$ cat src/rtl/cpu_ins_encoder.sv
// Instruction encoder/streamer: turns one-hot MIPS instruction selects plus fields into
// 32-bit instruction words with sequential word addresses for instruction-memory loading.
module cpu_ins_encoder #(
    parameter int unsigned ADDR_W = 10
) (
    input  logic              clk,
    input  logic              rst,
    input  logic              start,
    input  logic [ADDR_W-1:0] base_addr,
    input  logic [ADDR_W:0]   len,
    input  logic              in_valid,
    output logic              in_ready,
    input  logic [31:0]       in_sel,
    input  logic [4:0]        in_rs,
    input  logic [4:0]        in_rt,
    input  logic [4:0]        in_rd,
    input  logic [4:0]        in_shamt,
    input  logic [15:0]       in_imm,
    input  logic [25:0]       in_target,
    output logic              out_valid,
    input  logic              out_ready,
    output logic [31:0]       out_word,
    output logic [ADDR_W-1:0] out_addr,
    output logic              busy,
    output logic              done,
    output logic              err,
    output logic [7:0]        err_cnt
);

    typedef enum logic [1:0] {StIdle, StRun, StDrain} state_e;

    state_e              state_q, state_d;
    logic [ADDR_W-1:0]   addr_q, addr_d;
    logic [ADDR_W:0]     rem_q, rem_d;
    logic                out_valid_q, out_valid_d;
    logic [31:0]         out_word_q, out_word_d;
    logic                done_q, done_d;
    logic                err_q, err_d;
    logic [7:0]          err_cnt_q, err_cnt_d;

    logic                sel_legal;
    logic [4:0]          sel_id;
    logic [31:0]         enc_word;
    logic [5:0]          funct, opcode;
    logic                is_r, is_j;
    logic [4:0]          r_rt, r_rd, r_sh;
    logic                in_fire, out_fire;

    // Legal select: exactly one bit within [30:0], reserved bit 31 clear.
    always_comb begin
        sel_legal = !in_sel[31] && (in_sel[30:0] != '0) &&
                    ((in_sel[30:0] & (in_sel[30:0] - 31'd1)) == '0);
        sel_id = '0;
        for (int i = 0; i < 31; i++) begin
            if (in_sel[i]) sel_id = 5'(i);
        end
    end

    always_comb begin
        funct  = '0;
        opcode = '0;
        is_r   = 1'b0;
        is_j   = 1'b0;
        case (sel_id)
            5'd0:  begin is_r = 1'b1; funct = 6'b100000; end
            5'd1:  begin is_r = 1'b1; funct = 6'b100001; end
            5'd2:  begin is_r = 1'b1; funct = 6'b100010; end
            5'd3:  begin is_r = 1'b1; funct = 6'b100011; end
            5'd4:  begin is_r = 1'b1; funct = 6'b100100; end
            5'd5:  begin is_r = 1'b1; funct = 6'b100101; end
            5'd6:  begin is_r = 1'b1; funct = 6'b100110; end
            5'd7:  begin is_r = 1'b1; funct = 6'b100111; end
            5'd8:  begin is_r = 1'b1; funct = 6'b101010; end
            5'd9:  begin is_r = 1'b1; funct = 6'b101011; end
            5'd10: begin is_r = 1'b1; funct = 6'b000000; end
            5'd11: begin is_r = 1'b1; funct = 6'b000010; end
            5'd12: begin is_r = 1'b1; funct = 6'b000011; end
            5'd13: begin is_r = 1'b1; funct = 6'b000100; end
            5'd14: begin is_r = 1'b1; funct = 6'b000110; end
            5'd15: begin is_r = 1'b1; funct = 6'b000111; end
            5'd16: begin is_r = 1'b1; funct = 6'b001000; end
            5'd17: opcode = 6'b001000;
            5'd18: opcode = 6'b001001;
            5'd19: opcode = 6'b001100;
            5'd20: opcode = 6'b001101;
            5'd21: opcode = 6'b001110;
            5'd22: opcode = 6'b100011;
            5'd23: opcode = 6'b101011;
            5'd24: opcode = 6'b000100;
            5'd25: opcode = 6'b000101;
            5'd26: opcode = 6'b001010;
            5'd27: opcode = 6'b001011;
            5'd28: opcode = 6'b001111;
            5'd29: begin is_j = 1'b1; opcode = 6'b000010; end
            5'd30: begin is_j = 1'b1; opcode = 6'b000011; end
            default: opcode = '0;
        endcase
    end

    // Only the immediate shifts carry shamt; jr carries rs alone.
    always_comb begin
        r_rt = in_rt;
        r_rd = in_rd;
        r_sh = (sel_id == 5'd10 || sel_id == 5'd11 || sel_id == 5'd12) ? in_shamt : 5'd0;
        if (sel_id == 5'd16) begin
            r_rt = '0;
            r_rd = '0;
        end
        if (is_r) begin
            enc_word = {6'b000000, in_rs, r_rt, r_rd, r_sh, funct};
        end else if (is_j) begin
            enc_word = {opcode, in_target};
        end else begin
            enc_word = {opcode, (sel_id == 5'd28) ? 5'd0 : in_rs, in_rt, in_imm};
        end
    end

    assign in_ready = (state_q == StRun) && (!out_valid_q || out_ready);
    assign in_fire  = in_valid && in_ready;
    assign out_fire = out_valid_q && out_ready;

    always_comb begin
        state_d     = state_q;
        addr_d      = addr_q;
        rem_d       = rem_q;
        out_valid_d = out_valid_q;
        out_word_d  = out_word_q;
        done_d      = 1'b0;
        err_d       = 1'b0;
        err_cnt_d   = err_cnt_q;

        if (out_fire) begin
            out_valid_d = 1'b0;
            addr_d      = addr_q + 1'b1;
        end

        case (state_q)
            StIdle: begin
                if (start) begin
                    addr_d    = base_addr;
                    rem_d     = len;
                    err_cnt_d = '0;
                    // An empty burst completes immediately; DRAIN then just returns to IDLE.
                    done_d    = (len == '0);
                    state_d   = (len == '0) ? StDrain : StRun;
                end
            end
            StRun: begin
                if (in_fire) begin
                    if (sel_legal) begin
                        out_valid_d = 1'b1;
                        out_word_d  = enc_word;
                        rem_d       = rem_q - 1'b1;
                        if (rem_q == (ADDR_W+1)'(1)) state_d = StDrain;
                    end else begin
                        err_d = 1'b1;
                        if (err_cnt_q != 8'hFF) err_cnt_d = err_cnt_q + 8'd1;
                    end
                end
            end
            StDrain: begin
                if (!out_valid_q || out_ready) begin
                    state_d = StIdle;
                    done_d  = out_valid_q;
                end
            end
            default: state_d = StIdle;
        endcase
    end

    always_ff @(posedge clk) begin
        if (rst) begin
            state_q     <= StIdle;
            addr_q      <= '0;
            rem_q       <= '0;
            out_valid_q <= 1'b0;
            out_word_q  <= '0;
            done_q      <= 1'b0;
            err_q       <= 1'b0;
            err_cnt_q   <= '0;
        end else begin
            state_q     <= state_d;
            addr_q      <= addr_d;
            rem_q       <= rem_d;
            out_valid_q <= out_valid_d;
            out_word_q  <= out_word_d;
            done_q      <= done_d;
            err_q       <= err_d;
            err_cnt_q   <= err_cnt_d;
        end
    end

    assign out_valid = out_valid_q;
    assign out_word  = out_word_q;
    assign out_addr  = addr_q;
    assign busy      = (state_q == StRun) || (state_q == StDrain);
    assign done      = done_q;
    assign err       = err_q;
    assign err_cnt   = err_cnt_q;

endmodule
$ cat config.mk
export PLATFORM = sky130hd
export DESIGN_NAME = cpu_ins_encoder
export DESIGN_NICKNAME = d
export VERILOG_FILES = /design/src/rtl/cpu_ins_encoder.sv
export SDC_FILE = /design/constraint.sdc
export NUM_CORES = 1
export LEC_CHECK = 0
export BUFFER_PORTS_ARGS = -buffer_cell sky130_fd_sc_hd__buf_2
export CAP_MARGIN = 30
export CORE_ASPECT_RATIO = 1.5
export CORE_MARGIN = 5
export CORE_UTILIZATION = 46
export DETAILED_ROUTE_END_ITERATION = 16
export GPL_TIMING_DRIVEN = 0
export PLACE_DENSITY = 0.78
export RECOVER_POWER = 50
export SETUP_SLACK_MARGIN = 0.5
export SYNTH_ARGS = -nofsm -noshare
export SYNTH_HDL_FRONTEND = slang
export SYNTH_SLANG_ARGS = --single-unit
export TNS_END_PERCENT = 30
$ cat constraint.sdc
create_clock -name clk -period 3.5 [get_ports clk]
set_input_delay 0.35 -clock clk [delete_from_list [all_inputs] [get_ports clk]]
set_output_delay 0.35 -clock clk [all_outputs]
set_load 0.05 [all_outputs]
==> results of run 1 <==
cell usage in the layout, fill, tap and decap left out, drive strengths merged, types with 4 or more instances in the layout:
| master | instances |
|---|---|
| a2111oi | 8 |
| a211o | 5 |
| a211oi | 37 |
| a21oi | 41 |
| a22oi | 6 |
| a2bb2oi | 17 |
| a31oi | 7 |
| and3 | 5 |
| buf | 152 |
| clkbuf | 94 |
| dfxtp | 65 |
| ha | 7 |
| inv | 22 |
| mux2i | 16 |
| nand2 | 49 |
| nand2b | 6 |
| nand3 | 21 |
| nand4 | 10 |
| nand4b | 4 |
| nor2 | 77 |
| nor2b | 6 |
| nor3 | 23 |
| nor4 | 16 |
| o211ai | 6 |
| o21ai | 23 |
| o21bai | 8 |
| o31ai | 8 |
| or2 | 7 |
| or3 | 10 |
| or4 | 16 |
| xnor2 | 6 |
| xor2 | 4 |
layer usage:
metal | up-vias | GRT usage, %
li1 | 2793 | -
met2 | 356 | 50.1
met4 | 0 | 15.7
met1 | 2848 | 30.6
met5 | - | 0
met3 | 103 | 4.88
Yosys cell counts, drive strengths merged (7+ instances only):
| library cell | count | area, um^2 |
|---|---|---|
| or4 | 16 | 128 |
| mux2i | 16 | 160 |
| inv | 22 | 82.6 |
| a31oi | 7 | 43.8 |
| o21ai | 23 | 115 |
| nor3 | 23 | 115 |
| buf | 11 | 67.6 |
| a2bb2oi | 17 | 149 |
| nand4 | 10 | 62.6 |
| or3 | 10 | 62.6 |
| nor2 | 77 | 289 |
| or2 | 7 | 43.8 |
| a211oi | 37 | 278 |
| nand3 | 21 | 105 |
| o31ai | 8 | 65.1 |
| clkbuf | 30 | 113 |
| nor4 | 16 | 119 |
| dfxtp | 65 | 1300 |
| a21oi | 41 | 205 |
| nand2 | 49 | 184 |
| ha | 7 | 87.6 |
| o21bai | 8 | 60.1 |
| a2111oi | 8 | 73.8 |
power by group:
group	internal (mW)	switching, mW	leakage (nW)
Clock	0.514	0.340	0.137
Sequential	0.832	0.103	0.528
Combinational	0.468	0.920	1.89
Total	1.81	1.36	2.56
critical path: cells and delay by family:
kind	cells	cell delay [ns]
AOI/OAI and AO/OA	3	0.66
buffers and inverters	3	0.45
and+or+nand+nor	5	2.15
per-stage QoR:
| stage | setup TNS (ns) | worst slack, ns | area (um^2) | hold WS (ns) | util (%) |
|---|---|---|---|---|---|
| 2_1_floorplan | 0 | 0.0461 | 4780 | 0.466 | - |
| 5_1_grt | 0 | 0.00961 | 6580 | 0.309 | 65.3 |
| 4_1_cts | 0 | 0.100 | 6390 | 0.296 | 63.4 |
| 3_5_place_dp | -17.94 | -0.524 | 5750 | 0.444 | 57.0 |
| 6_report | 0 | 0.0704 | 6580 | 0.305 | 65.3 |
| 3_3_place_gp | -15.39 | -0.460 | 5740 | 0.438 | 57.0 |
registers in the layout, summed over array words and instances (netlist names):
register / cells
done: 1
err: 1
err_cnt: 8
out_addr: 10
out_valid: 1
out_word: 31
rem_q: 11
state_q: 2
worst max path at each step:
stage | from | to | slack (ns) | cells past startpoint
after floorplan | in_sel[10] | rem_q[6] | 0.05 | 11
after global placement | in_sel[11] | out_word[2] | -0.46 | 11
after detailed placement | in_sel[11] | out_word[2] | -0.52 | 11
after CTS | in_sel[7] | out_word[27] | 0.10 | 12
after global routing | in_sel[3] | rem_q[4] | 0.01 | 12
final | in_sel[14] | rem_q[4] | 0.07 | 11
cell families after synthesis:
kind of cell | Yosys count
AO/OA/AOI/OAI | 198
XOR/XNOR | 10
adder cells (fa/ha/maj) | 10
buffers and inverters | 63
flip-flops | 65
multiplexers | 18
other | 1
AND/OR/NAND/NOR | 261
final cells by class:
class / count / area, um^2 / area share (%)
Buffer: 41 / 268 / 4.07
Tap cell: 117 / 146 / 2.23
Multi-Input combinational cell: 498 / 3430 / 52.1
Timing Repair Buffer: 194 / 1070 / 16.2
Sequential cell: 65 / 1300 / 19.8
Clock inverter: 5 / 30.0 / 0.457
Clock buffer: 11 / 253 / 3.84
Inverter: 22 / 82.6 / 1.26
repair_timing:
action                                  CTS  global route
resized for setup                        49            37
pin swaps                                18            16
hold buffers                              0             0
buffers inserted                         17             9
cloned                                    2             1
endpoints found under the setup margin   54            54
==> out/metrics.json, run 1 <==
{
  "path_class": "primary input to flop",
  "initialDrtViolationCount": 430,
  "synth_ff_type": "sky130_fd_sc_hd__dfxtp_1",
  "firstDrtPassIters": 6,
  "floorplan_row_count": 45,
  "clock_latency_late_sink_ns": 0.34,
  "postRouteAntennaNets": 0,
  "maxSlewViolCount": 0,
  "grt_setup_unrepaired": "yes",
  "grt_overflow": 0,
  "drt_drc_violations_left": 0,
  "power-per-cell-area_nw_per_um2": 483,
  "dpl.cell_count": 907,
  "cts_tree": "built",
  "n_antenna_cell": 0,
  "synthXorXnorAreaFrac_pct": 1.85,
  "critPathLaunchType": "primary input",
  "critical_path.reg2reg.startpoint": "state_q[1]",
  "worstHoldPathType": "primary input to flop",
  "layoutNonFillerInstCount": 953,
  "initial_core_util_pct": 46.9,
  "layout_min_cycle_time_ns": 3.43,
  "critical_path_peak_fanout": 9,
  "drv_cap": 0,
  "clock_tree.root_cell": "sky130_fd_sc_hd__clkbuf_16",
  "worst_path_largest_cell_delay_ns": 0.58,
  "worst_path_max_delay_cell": "sky130_fd_sc_hd__or4_4",
  "synth_sequential_area_ratio_pct": 27.6,
  "final.fill_count": 881,
  "htreeDepth": 3,
  "timing.final.setup_violations": 0,
  "io_buffer_count": 164,
  "areaGrowthSynthToFinish_pct": 39.3,
  "ir_drop_uv": 283,
  "min_to": "out_addr[9]",
  "pin_count_of_the_biggest_net_entering_global_routing": 12,
  "worst_ep_arrival_time_ns": 3.62,
  "ys.warnings.count": 0,
  "top_signal_layer_used": "met4",
  "max_freq_mhz": 292,
  "drt-wirelength-per-cell_um": 19.2,
  "cp_common_cell": "sky130_fd_sc_hd__or4_4",
  "met1Wirelength_um": 6620,
  "hold_path.startpoint": "base_addr[9]",
  "yosys.area_share.adder_pct": 2.49,
  "report.power.total_mw": 3.18,
  "regToRegSetupSlack_ns": 0.89,
  "end_kind": "flop",
  "async_flop_share_pct": 0,
  "synth-simple-area-share_pct": 28.4,
  "die_w_um": 92.7,
  "syn-cell-area_um2": 4720,
  "core_um2": 10100,
  "ys_types": 66,
  "syn-num-nets": 753,
  "via_count_of_the_first_global_routing_pass": 5996,
  "synth_compound_area_share_pct": 30.2,
  "antenna_found_initial": 0,
  "grt_pass1_wl_um": 28300,
  "die_h_um": 134,
  "timing.slew.headroom_pct": 38.6,
  "detail_route.wirelength_um": 18300,
  "clock_skew_after_layout_ns": 0.0103,
  "dp_hpwl_um": 13000,
  "tightestPinTransition_ns": 0.920,
  "met3WireLength_um": 1360,
  "boundaryPins": 175,
  "critical_path.cell_chain": "buf_2 -> or4_4 -> or4_4 -> buf_6 -> or4_4 -> a211oi_2 -> nor2_4 -> or4_4 -> buf_6 -> o31ai_1 -> a2111oi_1",
  "vias_per_cell": 6.40,
  "post_synth_inst_count": 626,
  "r2r.worst_path.cells": 9,
  "cts.reportedPaths.clkPinSlew_ns": 0.06,
  "numCtsBuffers": 9,
  "synth_top_family_by_area": "compound AO/OA/AOI/OAI gates",
  "hold_viol_final": 0,
  "total_leakage_power_nw": 2.56,
  "die_area_um2": 12400,
  "worst_r2r_endpoint": "rem_q[4]",
  "hold-path-cell-count": 3,
  "critPathRequiredTime_ns": 3.69,
  "outcome": "finished clean",
  "met2_layer_wire_length_in_the_routed_design_um": 9230,
  "clock_sink_count": 65,
  "synth_area_per_cell_um2": 7.54,
  "track_usage_pct": 27.9,
  "min_period_over_period_pct": 98.0,
  "synth_enable_flop_cells": 0,
  "post_synth_mux_area_share_pct": 3.87,
  "ctsLongestPathBuffers": 2,
  "fraction_of_final_layout_cells_with_drive_strength_greater_than_1_pct": 27.6,
  "finalWeightedCongestion": 1.00,
  "ys_seq_elements": 65,
  "layout.nets": 958,
  "vias": 6100
}
Note: power is estimated with default switching activity, not from simulation.
==> run 2, diff against run 1 <==
- RECOVER_POWER: 50 -> not set
- clock period: 3.5 -> 2.8 ns (I/O delays scaled with it)
==> run 2 against run 1 <==
The run now ends with setup timing left. Total power increased by 23%. Critical path depth rose by 1. Die area stayed put. Highest routed layer unchanged.
==> out/metrics.json, run 2 (same netlist as run 1, synthesis figures left out) <==
{
  "postPlaceCellArea": {"value": 5750, "unit": "um^2", "change": "unchanged"},
  "path_class": "primary input to flop",
  "drv_cap": {"value": 0, "change": "unchanged"},
  "number_of_flip_flops_in_the_largest_register": {"value": 31, "change": "unchanged"},
  "regToRegSetupSlack": {"value": 0.22, "unit": "ns", "change": "-0.67 ns"},
  "hold_path.startpoint": "base_addr[9]",
  "dpl.cell_count": {"value": 907, "change": "unchanged"},
  "failing_checks": "setup timing",
  "via_count_of_the_first_global_routing_pass": {"value": 6006, "change": "+0.17%"},
  "fraction_of_final_layout_cells_with_drive_strength_greater_than_1": {"value": 33.9, "unit": "%", "change": "+6.3 points"},
  "mostFrequentLayoutCells": "159 x sky130_fd_sc_hd__buf_2, 69 x sky130_fd_sc_hd__nor2_1, 65 x sky130_fd_sc_hd__dfxtp_1",
  "grt_setup_unrepaired": "yes",
  "vias_per_cell": {"value": 6.36, "change": "-0.71%"},
  "clock_sink_count": {"value": 65, "change": "unchanged"},
  "clock_skew_after_layout": {"value": 0.00810, "unit": "ns", "change": "-0.00218 ns"},
  "core": {"value": 10100, "unit": "um^2", "change": "unchanged"},
  "total_leakage_power": {"value": 2.78, "unit": "nW", "change": "+8.9%"},
  "critical_path.cell_chain": "buf_8 -> or4_4 -> or4_4 -> buf_6 -> o32ai_4 -> nand4b_1 -> or4_4 -> buf_6 -> buf_6 -> o41ai_2 -> o31ai_1 -> a2111oi_1",
  "cts_tree": "built",
  "finalWeightedCongestion": {"value": 1.00, "change": "unchanged"},
  "layout.nets": {"value": 954, "change": "-0.42%"},
  "outcome": "finished, violations left",
  "initialDrtViolationCount": {"value": 544, "change": "+27%"},
  "critical_path_peak_fanout": {"value": 6, "change": "-3"},
  "worst_ep_arrival_time": {"value": 3.53, "unit": "ns", "change": "-0.09 ns"},
  "clock_latency_late_sink": {"value": 0.33, "unit": "ns", "change": "about the same"},
  "timing.final.setup_violations": {"value": 54, "change": "+54"},
  "critical_path_buf_inv_count": {"value": 4, "change": "+1"},
  "grt_overflow": {"value": 0, "change": "unchanged"},
  "vias": {"value": 6031, "change": "-1.1%"},
  "die_w": {"value": 92.7, "unit": "um", "change": "unchanged"},
  "end_kind": "flop",
  "tightestPinTransition": {"value": 0.976, "unit": "ns", "change": "+0.0559 ns"},
  "die_area": {"value": 12400, "unit": "um^2", "change": "unchanged"},
  "numCtsBuffers": {"value": 9, "change": "unchanged"},
  "final.fill_count": {"value": 836, "change": "-5.1%"},
  "htreeDepth": {"value": 3, "change": "unchanged"},
  "track_usage": {"value": 27.9, "unit": "%", "change": "+0.046 points"},
  "power-per-cell-area": {"value": 587, "unit": "nW/um^2", "change": "+22%"},
  "critPathLaunchType": "primary input",
  "ir_drop": {"value": 360, "unit": "uV", "change": "+27%"},
  "worst_path_dominant_cell_family": "simple AND/OR/NAND/NOR gates",
  "critPathRequiredTime": {"value": 3.00, "unit": "ns", "change": "-0.69 ns"},
  "r2r.worst_path.cells": {"value": 8, "change": "-1"},
  "ctsLongestPathBuffers": {"value": 2, "change": "unchanged"},
  "initial_core_util": {"value": 46.9, "unit": "%", "change": "unchanged"},
  "boundaryPins": {"value": 175, "change": "unchanged"},
  "n_antenna_cell": {"value": 0, "change": "unchanged"},
  "worst_r2r_endpoint": "rem_q[8]",
  "areaGrowthSynthToFinish_pct": 40.5,
  "antenna_found_initial": {"value": 0, "change": "unchanged"},
  "worst_path_largest_cell_delay": {"value": 0.56, "unit": "ns", "change": "-0.02 ns"},
  "floorplan_row_count": {"value": 45, "change": "unchanged"},
  "grt_pass1_wl": {"value": 28400, "unit": "um", "change": "about the same"},
  "clock_tree.root_cell": "sky130_fd_sc_hd__clkbuf_16",
  "layoutNonFillerInstCount": {"value": 949, "change": "-0.42%"},
  "hold_viol_final": {"value": 0, "change": "unchanged"},
  "maxSlewViolCount": {"value": 0, "change": "unchanged"},
  "postRouteAntennaNets": {"value": 0, "change": "unchanged"},
  "total_area_of_sequential_cells": {"value": 1300, "unit": "um^2", "change": "unchanged"},
  "firstDrtPassIters": {"value": 6, "change": "unchanged"},
  "hold-worst-slack": {"value": 0.236, "unit": "ns", "change": "-0.0691 ns"},
  "setup_tns": {"value": -21.16, "unit": "ns", "change": "-21.16 ns"},
  "io_buffer_count": {"value": 164, "change": "unchanged"},
  "cts_hold_repair.buffers": {"value": 0, "change": "unchanged"},
  "detail_route.wirelength": {"value": 18200, "unit": "um", "change": "-0.61%"},
  "final_common_cell": "sky130_fd_sc_hd__buf_2",
  "layout_min_cycle_time_ns": 3.32,
  "drt-wirelength-per-cell": {"value": 19.2, "unit": "um", "change": "-0.19%"},
  "final_critical_path_setup_slack": {"value": -0.522, "unit": "ns", "change": "-0.592 ns"},
  "hold-path-cell-count": {"value": 3, "change": "unchanged"},
  "timing.slew.headroom": {"value": 34.8, "unit": "%", "change": "-3.7 points"},
  "pin_count_of_the_biggest_net_entering_global_routing": {"value": 12, "change": "unchanged"},
  "max_freq_mhz": 301,
  "cts.reportedPaths.clkPinSlew": {"value": 0.06, "unit": "ns", "change": "about the same"},
  "multi_input_gate_area": {"value": 3440, "unit": "um^2", "change": "+0.22%"},
  "dp_hpwl": {"value": 13000, "unit": "um", "change": "unchanged"},
  "post-route-cell-area": {"value": 6640, "unit": "um^2", "change": "+0.89%"},
  "die_h": {"value": 134, "unit": "um", "change": "unchanged"},
  "min_to": "out_addr[9]",
  "report.power.total": {"value": 3.90, "unit": "mW", "change": "+23%"},
  "critical_path.reg2reg.startpoint": "state_q[1]",
  "worst_path_max_delay_cell": "sky130_fd_sc_hd__or4_4",
  "worstHoldPathType": "primary input to flop",
  "min_period_over_period_pct": 119,
  "drt_drc_violations_left": {"value": 0, "change": "unchanged"}
}
==> run 2: changes by cell type in the layout (fill, tap and decap cells not counted), sizes merged <==
cell    change
clkbuf     -54
buf        +50
==> run 2: worst register-to-register path: cells and delay by family (launching register included) <==
family	cells	cell delay [ns]
fa+ha+maj	1	0.21
flops	1	0.31
buf+inv	1	0.12
compound gates	2	0.82
simple gates	4	1.00
==> run 2: cell type report <==
class                           count  area share (%)
Inverter                           22            1.24
Buffer                             41            4.15
Sequential cell                    65            19.6
Timing Repair Buffer              190            16.7
Multi-Input combinational cell    498            51.8
Tap cell                          117            2.21
Clock inverter                      5           0.452
Clock buffer                       11            3.81
==> run 2: report_power, final <==
group          internal, mW  leakage, nW  total (mW)  switching [mW]
clock                 0.642        0.137        1.06           0.414
combinational         0.553         2.12        1.67            1.12
sequential             1.04        0.528        1.17           0.130
total                  2.23         2.78        3.90            1.66
==> run 2: worst max path at each step <==
| stage | slack (ns) | to | start | depth (start not counted) |
|---|---|---|---|---|
| 3_5_place_dp | -1.15 | out_word[2] | in_sel[11] | 11 |
| 4_1_cts | -0.53 | out_word[27] | in_sel[7] | 12 |
| 6_report | -0.52 | rem_q[4] | in_sel[3] | 12 |
| 5_1_grt | -0.60 | rem_q[4] | in_sel[3] | 12 |
| 3_3_place_gp | -1.09 | out_word[2] | in_sel[11] | 11 |
| 2_1_floorplan | -0.58 | rem_q[6] | in_sel[10] | 11 |
==> run 2: routing by layer <==
layer,wire length [um],track usage (%)
met5,0,0
met3,1420,4.71
met4,979,16.0
met1,6510,30.7
met2,9280,50.1
==> run 2: what timing repair did <==
action,4_1_cts,5_1_grt
setup buffers,17,6
cloned,2,0
endpoints found under the setup margin,54,54
gates resized for setup,59,30
pin swaps,28,12
==> run 2: through the flow <==
step / worst slack (ns) / util (%)
finish: -0.522 / 65.8
global route: -0.602 / 65.8
CTS: -0.530 / 63.7
detailed placement: -1.15 / 57.0
global placement: -1.09 / 57.0
floorplan: -0.584 / -
